--- config.mk ---
export PLATFORM = sky130hd
export DESIGN_NAME = nibble_packer
export DESIGN_NICKNAME = d
export VERILOG_FILES = /design/src/rtl/nibble_packer.sv
export SDC_FILE = /design/constraint.sdc
export NUM_CORES = 1
export LEC_CHECK = 0
export ABC_AREA = 1
export CAP_MARGIN = 10
export CELL_PAD_IN_SITES_DETAIL_PLACEMENT = 1
export CELL_PAD_IN_SITES_GLOBAL_PLACEMENT = 1
export CORE_ASPECT_RATIO = 0.6
export CORE_MARGIN = 5
export CORE_UTILIZATION = 44
export CTS_CLUSTER_SIZE = 30
export DETAILED_ROUTE_END_ITERATION = 12
export PLACE_DENSITY = 0.9
export SLEW_MARGIN = 15
export SYNTH_ARGS = -nofsm -noshare
export SYNTH_HDL_FRONTEND = slang
export SYNTH_SLANG_ARGS = --single-unit
--- constraint.sdc ---
create_clock -name CLK -period 4.2 [get_ports CLK]
set_input_delay 1.26 -clock CLK [delete_from_list [all_inputs] [get_ports CLK]]
set_output_delay 1.26 -clock CLK [all_outputs]
set_load 0.01 [all_outputs]
--- src/rtl/nibble_packer.sv ---
// Packs a stream of 4-bit nibbles, most significant first, into NIBBLES-wide words.
// The output is a valid/ready register, and a single completed word can wait in the assembly register.
module nibble_packer #(
  parameter int          NIBBLES = 8,
  parameter logic [3:0]  PAD     = 4'h0
) (
  input  logic                   CLK,
  input  logic                   RESET_L,
  input  logic [4:0]             DATA_IN,
  input  logic                   FLUSH,
  input  logic                   READY_IN,
  output logic [4*NIBBLES-1:0]   DATA_OUT,
  output logic                   VALID_OUT,
  output logic [3:0]             NIB_CNT_OUT,
  output logic [3:0]             COUNT,
  output logic                   FULL,
  output logic                   DROP
);

  localparam int         W        = 4*NIBBLES;
  localparam logic [3:0] FULL_CNT = 4'(NIBBLES);

  logic [W-1:0] asm_q, asm_d;
  logic [3:0]   cnt_q, cnt_d;
  logic [W-1:0] dout_q, dout_d;
  logic         vout_q, vout_d;
  logic [3:0]   ncnt_q, ncnt_d;
  logic [3:0]   hcnt_q, hcnt_d;
  logic         drop_q, drop_d;

  logic         acc;
  logic         hold;
  logic         run_fill;
  logic         fill_slot_free;
  logic [W-1:0] base_asm;
  logic [3:0]   base_cnt;
  logic [3:0]   eff;
  logic [W-1:0] asm_w;
  logic [W-1:0] padded;
  logic         complete;

  always_comb begin
    asm_d          = asm_q;
    cnt_d          = cnt_q;
    dout_d         = dout_q;
    vout_d         = vout_q;
    ncnt_d         = ncnt_q;
    hcnt_d         = hcnt_q;
    drop_d         = 1'b0;
    acc            = DATA_IN[4];
    hold           = (cnt_q == FULL_CNT);
    run_fill       = 1'b1;
    fill_slot_free = !vout_q | READY_IN;
    base_asm       = asm_q;
    base_cnt       = cnt_q;

    // A draining HOLD edge fills the slot with the held word, so new content
    // starts from an empty register and any completion on this edge must wait.
    if (hold) begin
      if (READY_IN) begin
        dout_d         = asm_q;
        ncnt_d         = hcnt_q;
        vout_d         = 1'b1;
        base_asm       = '0;
        base_cnt       = '0;
        fill_slot_free = 1'b0;
      end else begin
        drop_d   = acc;
        run_fill = 1'b0;
      end
    end else if (vout_q && READY_IN) begin
      vout_d = 1'b0;
    end

    eff   = base_cnt + {3'b000, acc};
    asm_w = base_asm;
    for (int unsigned i = 0; i < NIBBLES; i++) begin
      if (acc && (base_cnt == 4'(i)))
        asm_w[W-1-4*i -: 4] = DATA_IN[3:0];
    end
    padded = asm_w;
    for (int unsigned i = 0; i < NIBBLES; i++) begin
      if (4'(i) >= eff)
        padded[W-1-4*i -: 4] = PAD;
    end
    complete = (eff == FULL_CNT) || (FLUSH && (eff != 4'd0));

    if (run_fill) begin
      if (complete) begin
        if (fill_slot_free) begin
          dout_d = padded;
          ncnt_d = eff;
          vout_d = 1'b1;
          asm_d  = '0;
          cnt_d  = '0;
        end else begin
          asm_d  = padded;
          cnt_d  = FULL_CNT;
          hcnt_d = eff;
        end
      end else begin
        asm_d = asm_w;
        cnt_d = eff;
      end
    end
  end

  always_ff @(posedge CLK or negedge RESET_L) begin
    if (!RESET_L) begin
      asm_q  <= '0;
      cnt_q  <= '0;
      dout_q <= '0;
      vout_q <= 1'b0;
      ncnt_q <= '0;
      hcnt_q <= '0;
      drop_q <= 1'b0;
    end else begin
      asm_q  <= asm_d;
      cnt_q  <= cnt_d;
      dout_q <= dout_d;
      vout_q <= vout_d;
      ncnt_q <= ncnt_d;
      hcnt_q <= hcnt_d;
      drop_q <= drop_d;
    end
  end

  assign DATA_OUT    = dout_q;
  assign VALID_OUT   = vout_q;
  assign NIB_CNT_OUT = ncnt_q;
  assign COUNT       = cnt_q;
  assign FULL        = (cnt_q == FULL_CNT);
  assign DROP        = drop_q;

endmodule

==> results of run 1 <==
layout by cell type, fill, tap and decap left out, types with 3 or more instances in the layout:
| cell | instances |
|---|---|
| a211oi_1 | 12 |
| a21oi_1 | 29 |
| and2_1 | 3 |
| buf_4 | 10 |
| clkbuf_16 | 9 |
| clkdlybuf4s50_1 | 50 |
| dfrtp_1 | 78 |
| inv_1 | 56 |
| inv_2 | 4 |
| nand2_1 | 367 |
| nand2_2 | 3 |
| nand2_4 | 6 |
| nand3_1 | 18 |
| nand3_4 | 3 |
| nand4_1 | 6 |
| nor2_1 | 31 |
| nor2_2 | 4 |
| o211ai_1 | 4 |
| o21ai_0 | 29 |
| o22ai_1 | 3 |
path summary, 6_finish.rpt:
check                                           start                       end  slack (ns)  cells past startpoint
max in group asynchronous                     RESET_L     DATA_OUT[4]$_DFF_PN0_        2.78                      2
worst max register to register   COUNT[0]$_DFFE_PN0N_  NIB_CNT_OUT[3]$_DFF_PN0_        1.68                     10
worst min register to register  hcnt_q[0]$_DFFE_PN0P_     hcnt_q[0]$_DFFE_PN0P_        0.48                      2
worst min-delay path            hcnt_q[0]$_DFFE_PN0P_     hcnt_q[0]$_DFFE_PN0P_        0.48                      2
min in group asynchronous                     RESET_L    DATA_OUT[20]$_DFF_PN0_        0.82                      1
worst max-delay path                       DATA_IN[4]  NIB_CNT_OUT[3]$_DFF_PN0_        0.71                     11
cell families (layout without fill, tap and decap cells):
logic type,count (synthesis),after routing
AOI/OAI and AO/OA,83,83
adders and majority gates,2,2
buffers and inverters,93,138
xor gates and xnor gates,2,2
DFF,78,78
and+or+nand+nor,446,446
critical path: cells and delay by family:
family                     cells  cell delay, ns
adders and majority gates      2            0.65
buffers and inverters          3            0.86
and+or+nand+nor                6            0.92
report_power, final:
| part | switching, µW | internal [µW] | total [µW] |
|---|---|---|---|
| registers | 84.0 | 861 | 945 |
| logic | 1170 | 495 | 1670 |
| clock network | 314 | 409 | 722 |
cells in the mapped netlist (all sizes together), types with 2 or more instances:
cell type	count
nand2	376
dfrtp	78
inv	61
nor2	37
o21ai	32
a21oi	29
nand3	22
buf	18
clkbuf	13
a211oi	12
nand4	7
o211ai	4
and2	3
o22ai	3
ha	2
o21bai	2
layout make-up:
class	instances	area, µm²
fillers	1385	4890
multi-input cells	533	2390
flip-flops and latches	78	1950
repair buffers	62	623
clock buffers	12	246
inverters	62	235
well taps	139	174
clock inverters	2	10.0
per-layer routing:
| layer | vias to the layer above | share of wire [%] | global-route usage [%] | wire length (µm) |
|---|---|---|---|---|
| li1 | 2267 | - | - | - |
| met1 | 2380 | 48 | 34.9 | 7410 |
| met2 | 113 | 46 | 38.7 | 6960 |
| met3 | 19 | 4.7 | 5.08 | 721 |
| met4 | 0 | 1.3 | 6.11 | 199 |
| met5 | - | 0 | 0 | 0 |
registers in the layout, summed over array words and instances (netlist names):
name,count
COUNT,4
DATA_OUT,32
DROP,1
NIB_CNT_OUT,4
VALID_OUT,1
asm_q,32
hcnt_q,4
per-stage QoR:
step	cell area [µm²]	hold slack [ns]	setup WS [ns]	cells	power [µW]
2_1_floorplan	4730	0.442	1.34	704	2050
3_3_place_gp	5350	0.458	0.528	873	2520
3_5_place_dp	5350	0.466	0.404	873	2600
4_1_cts	5600	0.481	0.742	887	3330
5_1_grt	5630	0.496	0.613	888	3530
6_report	5630	0.476	0.712	888	3340
==> results.toml, run 1 <==
[run]
maxCapViolations = 0

[synth]
synth_seq_cells = 78
synthTopCellsByArea = "dfrtp_1 (41%), nand2_1 (29%), inv_1 (4.4%)"
synth_compound_area_share_pct = 9.97
synth_largest_area_cell = "dfrtp_1"
synthXorXnorAreaFrac_pct = 0.529
synth-seq-area-share_pct = 41.3
ys_warn_count = 0
synth_top_area_share_pct = 41.3
syn_inst = 704
synth_edf_count = 0
synth_cell_types = 35
synthesis.area_um2 = 4730
synth_fa_ha_area_share_pct = 0.529
synth_top_flop_cell = "dfrtp_1"
synthMuxAreaShare_pct = 0
synth.net_count = 715
synth_top_family_by_area = "simple AND/OR/NAND/NOR gates"
synth-async-reset-ratio_pct = 100
yosys.area_share.simple_pct = 39.4
syn_avg_cell_area_um2 = 6.72

[timing]
final.setup_skew_ns = 0.00634
tightest_slew_ns = 0.877
hold_viol = 0
grt_setup_unrepaired = "false"
min_period_ns = 3.49
period_share_pct = 83.0
final.setup.tns_ns = 0
relSlewSlack_pct = 41.3
fmax_mhz = 287
slew_viol_final = 0
setup_viol = 0

[layout]
drive_gt1_share_pct = 6.94
utilization_pct = 53.5
diodes = 0
area_delta_synth_final_pct = 19.0
nNetsFinal = 757

[place]
gp_congestion = 0.884
portBuffers = 51
post-dp-hpwl_um = 10500

[grt]
grt_pass1_wl_um = 25700
antenna_found_initial = 0
grt_usage_pct = 24.7
overflow = 0
grt_start_max_net_pins = 79
grt_pass1_vias = 4963

[die]
die_y_um = 90.3
io_pins = 52
start_util_pct = 45.0
rows = 29
dieArea_um2 = 13000
core_um2 = 10500
die_x_um = 144

[critical_path]
worstPathCellList = "clkdlybuf4s50_1 > ha_1 > ha_1 > nor2_1 > inv_1 > nor2_2 > or2_4 > nand4_4 > buf_12 > nand2_1 > nand2_1"
end_kind = "register"
cp_max_fo = 24
path_class = "in2reg"
worst_ep_required_time_ns = 4.42
crit_slowest_cell = "clkdlybuf4s50_1"
slowest_delay_ns = 0.52
crit_arrival_ns = 3.71
crit_path_start_kind = "input port"

[drt]
vias = 4779
via_per_inst = 5.38
wl_per_cell_um = 17.2
finalWirelength_um = 15300
drt_iter0_drc = 313
firstDrtPassIters = 5
drcViolationCount = 0
final_antenna_net_count = 0

[clocking]
cts_tree = "done"
cts_hold_buf = 0
numCtsBuffers = 9
clk_pin_slew_ns = 0.06
h-tree-depth = 3
post_cts_buffers = 0
cts_buffer_depth = 2
cts_resized = 0
clock_sinks = 78
clkLatencyLatePin_ns = 0.34
clock-root-buffer = "clkbuf_16"

[hold_path]
hold_path.class = "reg2reg"

[power_and_ir_drop]
powerDensity_nw_per_um2 = 593
peakVddDrop_mv = 0.343
p_leak_uw = 0.00310

[status]
status = "complete, no violations"
(Power assumes the default switching activity.)
==> run 2, diff against run 1 <==
CORE_UTILIZATION = 37   (was 44)
PLACE_DENSITY = 0.81   (was 0.9)
clock period = 2.85 ns   (was 4.2 ns; I/O delays follow)
==> results.toml, run 2 (same netlist as run 1, synthesis figures left out) <==
[status]
status = "complete, no violations"

[layout]
final_common_cell = "nand2_1"
multiInputGateArea_um2 = 2410
seq_area_um2 = 1950
drive_gt1_share_pct = 11.8
final_cell_mix = "nand2_1 (364), dfrtp_1 (78), inv_1 (56), clkdlybuf4s50_1 (50), buf_4 (42)"
fillers = 1600
area_delta_synth_final_pct = 28.6
utilization_pct = 47.9
nNetsFinal = 794
diodes = 0

[timing]
hold_viol = 0
fmax_mhz = 361
setup_viol = 0
timing.hold.ws_ns = 0.463
min_period_ns = 2.77
tightest_slew_ns = 0.602
period_share_pct = 97.1
slew_viol_final = 0
final.setup_skew_ns = 0.00714
relSlewSlack_pct = 59.9

[place]
post-dp-hpwl_um = 11200
portBuffers = 51
gp_congestion = 0.855

[critical_path]
crit_buf_inv = 3
end_kind = "output pin"
worstPathCellList = "inv_2 > nor2_2 > nand2_2 > inv_1 > clkdlybuf4s50_1"
crit_cells = 5
cp_top_family = "buffers and inverters"
crit_slowest_cell = "clkdlybuf4s50_1"
cp_max_fo = 5
rrSetupSlack_ns = 0.49
path_class = "reg2out"
slowest_delay_ns = 0.53
r2r_cells = 12
crit_arrival_ns = 1.91
worst_ep_required_time_ns = 2.00
crit_path_start_kind = "register"

[grt]
grt_pass1_wl_um = 27300
overflow = 0
grt_start_max_net_pins = 55
grt_pass1_vias = 5247
antenna_found_initial = 0
grt_usage_pct = 22.6

[clocking]
cts_buffer_depth = 2
clk_pin_slew_ns = 0.06
clock-root-buffer = "clkbuf_16"
cts_tree = "done"
clock_sinks = 78
clkLatencyLatePin_ns = 0.34
numCtsBuffers = 9
h-tree-depth = 3

[drt]
drcViolationCount = 0
firstDrtPassIters = 5
vias = 4896
drt_iter0_drc = 242
finalWirelength_um = 16500
final_antenna_net_count = 0
wl_per_cell_um = 17.2
via_per_inst = 5.11

[die]
core_um2 = 12700
io_pins = 52
die_y_um = 97.6
die_x_um = 156
start_util_pct = 37.3
dieArea_um2 = 15200
rows = 32

[power_and_ir_drop]
powerDensity_nw_per_um2 = 941
p_leak_uw = 0.00332
peakVddDrop_mv = 0.451

[hold_path]
hold_path.class = "in2async"

[run]
maxCapViolations = 0
run 2: routing by layer:
layer	up-vias	share of wire (%)	global-route usage, %
met3	26	4.7	4.01
met2	127	46	36.9
met5	-	0	0
met1	2400	47	30.9
met4	0	1.6	5.92
li1	2343	-	-
run 2: cell type report:
class,count,area share [%]
clock inverter,4,1.56
timing repair buffer,98,15.4
tap,170,3.50
multi-input combinational,534,39.6
clock buffer,12,3.89
sequential,78,32.1
inverter,62,3.95
run 2: timing repair:
| item | 4_1_cts | 5_1_grt |
|---|---|---|
| buffers inserted | 3 | 1 |
| pin swaps | 1 | 1 |
| gates cloned | 1 | 0 |
| hold buffers | 0 | 0 |
| endpoints found under the setup margin | 36 | 28 |
| gates resized for setup | 3 | 4 |
run 2: power by group:
part	total, µW	switching [µW]	internal (µW)
Combinational	3010	1920	1090
Sequential	1400	130	1270
Clock	1320	465	856
run 2: path summary, 6_finish.rpt:
check,startpoint,to
min in group CLK,hcnt_q[0]$_DFFE_PN0P_,hcnt_q[0]$_DFFE_PN0P_
worst min-delay path,RESET_L,DATA_OUT[20]$_DFF_PN0_
worst max register to register,COUNT[0]$_DFFE_PN0N_,asm_q[25]$_DFFE_PN0N_
worst max-delay path,COUNT[3]$_DFFE_PN0N_,FULL
max in group asynchronous,RESET_L,hcnt_q[1]$_DFFE_PN0P_
worst min register to register,hcnt_q[0]$_DFFE_PN0P_,hcnt_q[0]$_DFFE_PN0P_
run 2: through the flow:
step	std cells	total power, µW	setup WS [ns]	area [µm²]	setup TNS [ns]
after floorplan	704	3020	0.391	4730	0
after global placement	937	4070	-0.431	5670	-19.00
after detailed placement	937	4190	-0.605	5670	-23.00
after CTS	957	5690	0.0175	6050	0
after global routing	958	6050	-0.0146	6080	-0.0146
final	958	5730	0.0834	6080	0
run 2: worst reg2reg max path: cells and delay by family (launching register included):
family	cells	cell delay (ns)
simple gates	6	0.54
flops	1	0.54
xor+xnor	1	0.25
buf+inv	3	0.44
fa+ha+maj	2	0.47
==> run 3, diff against run 2 <==
CTS_CLUSTER_SIZE = unset   (was 30)
==> results of run 3 <==
The final DEF is identical to that of run 2; final timing and power are the same.
